File: src/rtl/response_tx_queue.sv
`default_nettype none
// ============================================================================
// Module   : response_tx_queue
// Purpose  : Flow-controlled queue of (response code, response data) byte
//            pairs feeding a UART transmitter. Each pair is sent as two
//            consecutive bytes, code first, through a tx_start / tx_done
//            handshake. Bursts are absorbed while the UART is busy.
// Revision : 1.0 - initial release
// ----------------------------------------------------------------------------
// Parameters
//   DEPTH        queue capacity in pairs (power of two, >= 2)
//   CW           width of pending_o, equal to log2(DEPTH)+1
// Ports
//   clock_i      system clock, rising edge active
//   reset_n_i    asynchronous active-low reset
//   push_i       enqueue push_code_i / push_data_i this cycle
//   push_code_i  response code byte
//   push_data_i  response data byte
//   full_o       queue holds DEPTH pairs
//   pending_o    pairs held, including the pair currently being sent
//   overflow_o   sticky flag, set when a push is rejected (cleared by reset)
//   tx_busy_i    UART transmitter busy
//   tx_done_i    one-cycle pulse, UART finished a byte
//   tx_start_o   one-cycle pulse requesting transmission of tx_byte_o
//   tx_byte_o    byte to transmit, held until the next tx_start_o
// ============================================================================
module response_tx_queue #(
    parameter int DEPTH = 4,
    parameter int CW    = 3
) (
    input  logic          clock_i,
    input  logic          reset_n_i,
    input  logic          push_i,
    input  logic [7:0]    push_code_i,
    input  logic [7:0]    push_data_i,
    output logic          full_o,
    output logic [CW-1:0] pending_o,
    output logic          overflow_o,
    input  logic          tx_busy_i,
    input  logic          tx_done_i,
    output logic          tx_start_o,
    output logic [7:0]    tx_byte_o
);

    localparam int            c_aw         = $clog2(DEPTH);
    localparam logic [CW-1:0] c_full_count = CW'(DEPTH);

    typedef enum logic [1:0] {
        ST_IDLE      = 2'd0,
        ST_WAIT_CODE = 2'd1,
        ST_SEND_DATA = 2'd2,
        ST_WAIT_DATA = 2'd3
    } state_t;

    state_t            state_q,    state_d;
    logic [c_aw-1:0]   rd_ptr_q,   rd_ptr_d;
    logic [c_aw-1:0]   wr_ptr_q,   wr_ptr_d;
    logic [CW-1:0]     count_q,    count_d;
    logic              overflow_q, overflow_d;
    logic              tx_start_q, tx_start_d;
    logic [7:0]        tx_byte_q,  tx_byte_d;

    // Pair storage, {code, data} per entry.
    logic [15:0]       mem_q [DEPTH];

    logic              w_full;
    logic              w_push_ok;
    logic              w_pop;
    logic [15:0]       w_head;

    // ------------------------------------------------------------------------
    // Queue bookkeeping
    // ------------------------------------------------------------------------
    assign w_full    = (count_q == c_full_count);
    assign w_push_ok = push_i && !w_full;
    // The head stays in the queue for the whole pair; it leaves only when the
    // UART reports the end of its data byte.
    assign w_pop     = (state_q == ST_WAIT_DATA) && tx_done_i;
    assign w_head    = mem_q[rd_ptr_q];

    always_comb begin
        rd_ptr_d   = rd_ptr_q;
        wr_ptr_d   = wr_ptr_q;
        count_d    = count_q;
        // A push against a full queue is rejected even if the head pops in
        // the same cycle: fullness is judged on the registered count.
        overflow_d = overflow_q | (push_i & w_full);

        if (w_push_ok) begin
            wr_ptr_d = wr_ptr_q + 1'b1;
        end
        if (w_pop) begin
            rd_ptr_d = rd_ptr_q + 1'b1;
        end

        case ({w_push_ok, w_pop})
            2'b10:   count_d = count_q + 1'b1;
            2'b01:   count_d = count_q - 1'b1;
            default: count_d = count_q;
        endcase
    end

    // Storage array carries no reset; entries are only read once the
    // occupancy counter says they were written.
    always_ff @(posedge clock_i) begin
        if (w_push_ok) begin
            mem_q[wr_ptr_q] <= {push_code_i, push_data_i};
        end
    end

    // ------------------------------------------------------------------------
    // Transmit sequencer
    // ------------------------------------------------------------------------
    always_comb begin
        state_d    = state_q;
        tx_start_d = 1'b0;
        tx_byte_d  = tx_byte_q;

        case (state_q)
            ST_IDLE: begin
                if ((count_q != '0) && !tx_busy_i) begin
                    tx_start_d = 1'b1;
                    tx_byte_d  = w_head[15:8];
                    state_d    = ST_WAIT_CODE;
                end
            end
            ST_WAIT_CODE: begin
                if (tx_done_i) begin
                    state_d = ST_SEND_DATA;
                end
            end
            ST_SEND_DATA: begin
                if (!tx_busy_i) begin
                    tx_start_d = 1'b1;
                    tx_byte_d  = w_head[7:0];
                    state_d    = ST_WAIT_DATA;
                end
            end
            ST_WAIT_DATA: begin
                if (tx_done_i) begin
                    state_d = ST_IDLE;
                end
            end
            default: begin
                state_d = ST_IDLE;
            end
        endcase
    end

    // ------------------------------------------------------------------------
    // State registers
    // ------------------------------------------------------------------------
    always_ff @(posedge clock_i or negedge reset_n_i) begin
        if (!reset_n_i) begin
            state_q    <= ST_IDLE;
            rd_ptr_q   <= '0;
            wr_ptr_q   <= '0;
            count_q    <= '0;
            overflow_q <= 1'b0;
            tx_start_q <= 1'b0;
            tx_byte_q  <= 8'h00;
        end else begin
            state_q    <= state_d;
            rd_ptr_q   <= rd_ptr_d;
            wr_ptr_q   <= wr_ptr_d;
            count_q    <= count_d;
            overflow_q <= overflow_d;
            tx_start_q <= tx_start_d;
            tx_byte_q  <= tx_byte_d;
        end
    end

    assign full_o     = w_full;
    assign pending_o  = count_q;
    assign overflow_o = overflow_q;
    assign tx_start_o = tx_start_q;
    assign tx_byte_o  = tx_byte_q;

endmodule
`default_nettype wire

File: config.mk
export PLATFORM = sky130hd
export DESIGN_NAME = response_tx_queue
export DESIGN_NICKNAME = d
export VERILOG_FILES = /design/src/rtl/response_tx_queue.sv
export SDC_FILE = /design/constraint.sdc
export NUM_CORES = 1
export LEC_CHECK = 0
export ABC_AREA = 0
export BUFFER_PORTS_ARGS = -buffer_cell sky130_fd_sc_hd__buf_2
export CORE_ASPECT_RATIO = 2
export CORE_MARGIN = 2
export CORE_UTILIZATION = 49
export DETAILED_ROUTE_END_ITERATION = 16
export PLACE_DENSITY = 0.68
export SLEW_MARGIN = 15
export SYNTH_ARGS = -nofsm -noshare
export SYNTH_HDL_FRONTEND = slang
export SYNTH_SLANG_ARGS = --single-unit
File: constraint.sdc
create_clock -name clock_i -period 2.56 [get_ports clock_i]
set_input_delay 0.512 -clock clock_i [delete_from_list [all_inputs] [get_ports clock_i]]
set_output_delay 0.512 -clock clock_i [all_outputs]
set_load 0.05 [all_outputs]
==> results summary <==
The flow ran to the end, and the final reports show no timing, DRC or antenna violations. By area the synthesized netlist is led by sky130_fd_sc_hd__edfxtp_1, sky130_fd_sc_hd__dfrtp_1, sky130_fd_sc_hd__mux2i_1. The clock latency on the worst-skew pair is 0.33 ns. In this run, CTS created clock tree buffers numbering 9. The synthesized design spends more area on one cell type than any other, namely sky130_fd_sc_hd__edfxtp_1. Leaving out fill and tap cells, the most frequent cell in the layout is sky130_fd_sc_hd__edfxtp_1. The clock transition at the register clock pins on the worst setup and hold paths after CTS came out at 0.06 ns. Grouping stages by cell kind, the critical path spends the most delay in adder cells. The number of placed cells counting well taps is 343.

The longest individual stage delay on the worst path is 0.44 ns. 35 I/O pins were placed. The worst setup skew after layout came out at 0.00488 ns. The count of buffering cells on the critical path with inverters included came out at 3. The type of the tightest min-delay check is in -> async. After synthesis the netlist holds a flip-flop and latch count of 83. The dominant synthesized flop cell is sky130_fd_sc_hd__edfxtp_1. The number of vias in the routed layout is 1878. The number of antenna violations at the first check in global routing is 0. Setup repair after global routing left no endpoint under its margin. After routing the design area is 0.00417 sq mm. Entering global routing, the biggest net connects 20 pins. The post-synthesis simple-gate area fraction came out at 4.95%. The number of enable-type register cells in the synthesized netlist is 64. The repair_antennas step left the layout with diodes totalling 0.

The relative slew slack is 64.1%. The area share of xor/xnor cells in the synthesized design is 1.52%. The worst-case IR drop observed on VDD is 0.857 mV. The final cell utilization of the core came out at 60.6%. The mean post-synth cell area came out at 16.0 sq um. The clock sink count came out at 83.

Of the total synthesized cell area, the portion taken by full adders, half adders and majority gates is 3.83%. The most numerous cell on the critical path is sky130_fd_sc_hd__inv_1. The type of destination of the critical path is a flop.

The H-tree depth is 3. The power after layout is 5.67 mW. Synthesis produced a netlist with a net count of 248.

The die area is 0.00780 sq mm. Among all stages on the critical path, the largest delay is contributed by sky130_fd_sc_hd__dfrtp_1. The TritonCTS clock tree is done.

The pre-antenna-repair detailed-routing pass consisted of 4 iterations. The power density of the placed cells came out at 1360 mW/mm^2. The leakage power figure came out at 1.69 nW. The detailed placement HPWL came out at 3.87 mm.

The worst setup slack before clock tree synthesis is 0.569 ns. The transition time at the pin with the least slew margin is 0.539 ns. The longest clock path from root to sink contains 2 buffers. The total setup buffers inserted after CTS is 0. The floorplan step set the die width to 63.5 um. After synthesis, the share of flip-flops with an asynchronous set or reset is 22.9%. The initial core utilization came out at 50.3%. The core area is 0.00689 sq mm. Clock tree synthesis selected as its root buffer the cell sky130_fd_sc_hd__clkbuf_16. The number of slew-limit violations in the final report came out at 0. The routed design could run at a clock period as short as 1.99 ns. The area growth from synthesis to layout is 20.4%. The residual overflow from global routing came out at 0. The cell area after synthesis came out at 0.00346 sq mm. The number of max-cap violations came out at 0. The final standard cell count with taps included and fillers excluded came out at 359.

The data arrival at the endpoint of the critical path came out at 2.24 ns. The proportion of synthesized area in mux cells is 10.2%. The number of resized instances in the post-cts repair step is 0. The share of the Yosys chip area taken by registers is 69.2%. The number of different library cells used by synthesis comes to 29. In the final layout, the share of cells above drive strength 1 is 26.8%. After layout, the worst setup slack is 0.574 ns. The DRC violations left is 0. Traced cell by cell, the critical path runs through inv_1, and3_4, nor2b_4, inv_1, ha_1, inv_1, fa_1, xor2_1, nor2_1, xor2_1.

The post-detailed-routing wire length is 5.83 mm. The required time of the critical path is 2.81 ns. The largest family of logic cells by synthesized area is multiplexers. The final hold violation count is 0. After floorplanning, the core was divided into 43 placement rows. The final setup TNS is 0 ns. The total number of nets in the final design is 295.

The mean number of vias per cell is 5.23. Summing the areas of all compound-gate instances in the mapped netlist gives 6.57% of the synthesized area. The count of synthesis-stage warnings from yosys came out at 0. The die span in y came out at 123 um. The instance count of the mapped netlist is 217. The period utilization came out at 77.6%. The count of antenna-violating nets left after detailed routing came out at 0. The critical path launch point type is a flop.

The register-to-register path setup slack came out at 0.57 ns. The number of global-route vias before repair is 1892. The wire length of the first global-routing pass came out at 9.34 mm. The starting DRC count in detailed routing came out at 57. Setup violations remaining at the end of the flow were counted as 0.

The area after detailed placement came out at 0.00376 sq mm. The worst setup path is of the reg -> reg kind. The portion of synthesized cell area occupied by the leading cell type is 55.5%. The number of buffers added to fix hold violations after cts came out at 0. The last weighted congestion value of the routability-driven placer is 0.757.

In the layout the commonest cells are sky130_fd_sc_hd__edfxtp_1, sky130_fd_sc_hd__buf_2, sky130_fd_sc_hd__mux2i_1. The largest fanout on the critical path is 7. The final worst hold slack is 0.150 ns.

Across every metal layer, demand over resource in global routing totals 16.7%. The number of input and output port buffers inserted came out at 34. The detailed-route wire length per cell is 16.3 um.

The maximum clock frequency is 504 MHz. The count of filler cells inserted in the layout came out at 570.
-- routing by layer --
metal  global-route usage [%]  wire, um
met1                     18.2      2340
met2                     28.9      3190
met3                     4.64       215
met4                     9.24        91
met5                        0         0
-- final timing paths --
path | startpoint | endpoint | depth (start not counted)
worst min register to register | overflow_o | overflow_o | 1
worst max register to register | pending_o[0] | pending_o[2] | 10
worst max-delay path | pending_o[0] | pending_o[2] | 10
min in group clock_i | push_code_i[5] | mem_q[0][13] | 1
worst min-delay path | reset_n_i | state_q[1] | 1
max in group asynchronous | reset_n_i | rd_ptr_q[0] | 1
-- report_power, final --
group | switching (mW) | internal [mW] | total (mW)
logic | 1.19 | 0.681 | 1.87
registers | 0.224 | 1.84 | 2.06
clock network | 0.488 | 1.25 | 1.74
total | 1.90 | 3.77 | 5.67
-- cell type report --
cell class / instances / area (sq um) / area share, %
repair buffers: 44 / 245 / 5.88
clock buffers: 9 / 225 / 5.40
multi-input cells: 109 / 937 / 22.5
flip-flops and latches: 83 / 2400 / 57.5
well taps: 90 / 113 / 2.70
inverters: 17 / 63.8 / 1.53
clock inverters: 7 / 188 / 4.50
-- cell families (layout without fill, tap and decap cells) --
family          count (synthesis)  after routing
simple gates                   26             26
mux                            35             35
fa+ha+maj                      10             10
xor+xnor                        6              6
compound gates                 32             32
buf+inv                        25             77
flops                          83             83
-- worst reg2reg max path: stages (launching register included) --
cell	delay (ns)
sky130_fd_sc_hd__dfrtp_1	0.44
sky130_fd_sc_hd__inv_1	0.12
sky130_fd_sc_hd__and3_4	0.22
sky130_fd_sc_hd__nor2b_4	0.06
sky130_fd_sc_hd__inv_1	0.06
sky130_fd_sc_hd__ha_1	0.18
sky130_fd_sc_hd__inv_1	0.06
sky130_fd_sc_hd__fa_1	0.37
sky130_fd_sc_hd__xor2_1	0.15
sky130_fd_sc_hd__nor2_1	0.11
sky130_fd_sc_hd__xor2_1	0.15
-- Yosys cell counts, drive strengths merged (2+ instances only) --
cell type	number
dfrtp	19
xnor2	3
a21oi	4
mux2	2
a22oi	16
xor2	3
nand3	9
buf	6
clkbuf	2
inv	17
ha	9
and2	6
edfxtp	64
nor2	4
o21ai	9
nor2b	3
nand2	2
mux2i	33
-- registers in the layout, indices dropped and copies added (netlist names) --
name,flops
mem_q,64
overflow_o,1
pending_o,3
rd_ptr_q,2
state_q,2
tx_byte_o,8
tx_start_o,1
wr_ptr_q,2
Note: power is estimated with default switching activity, not from simulation.
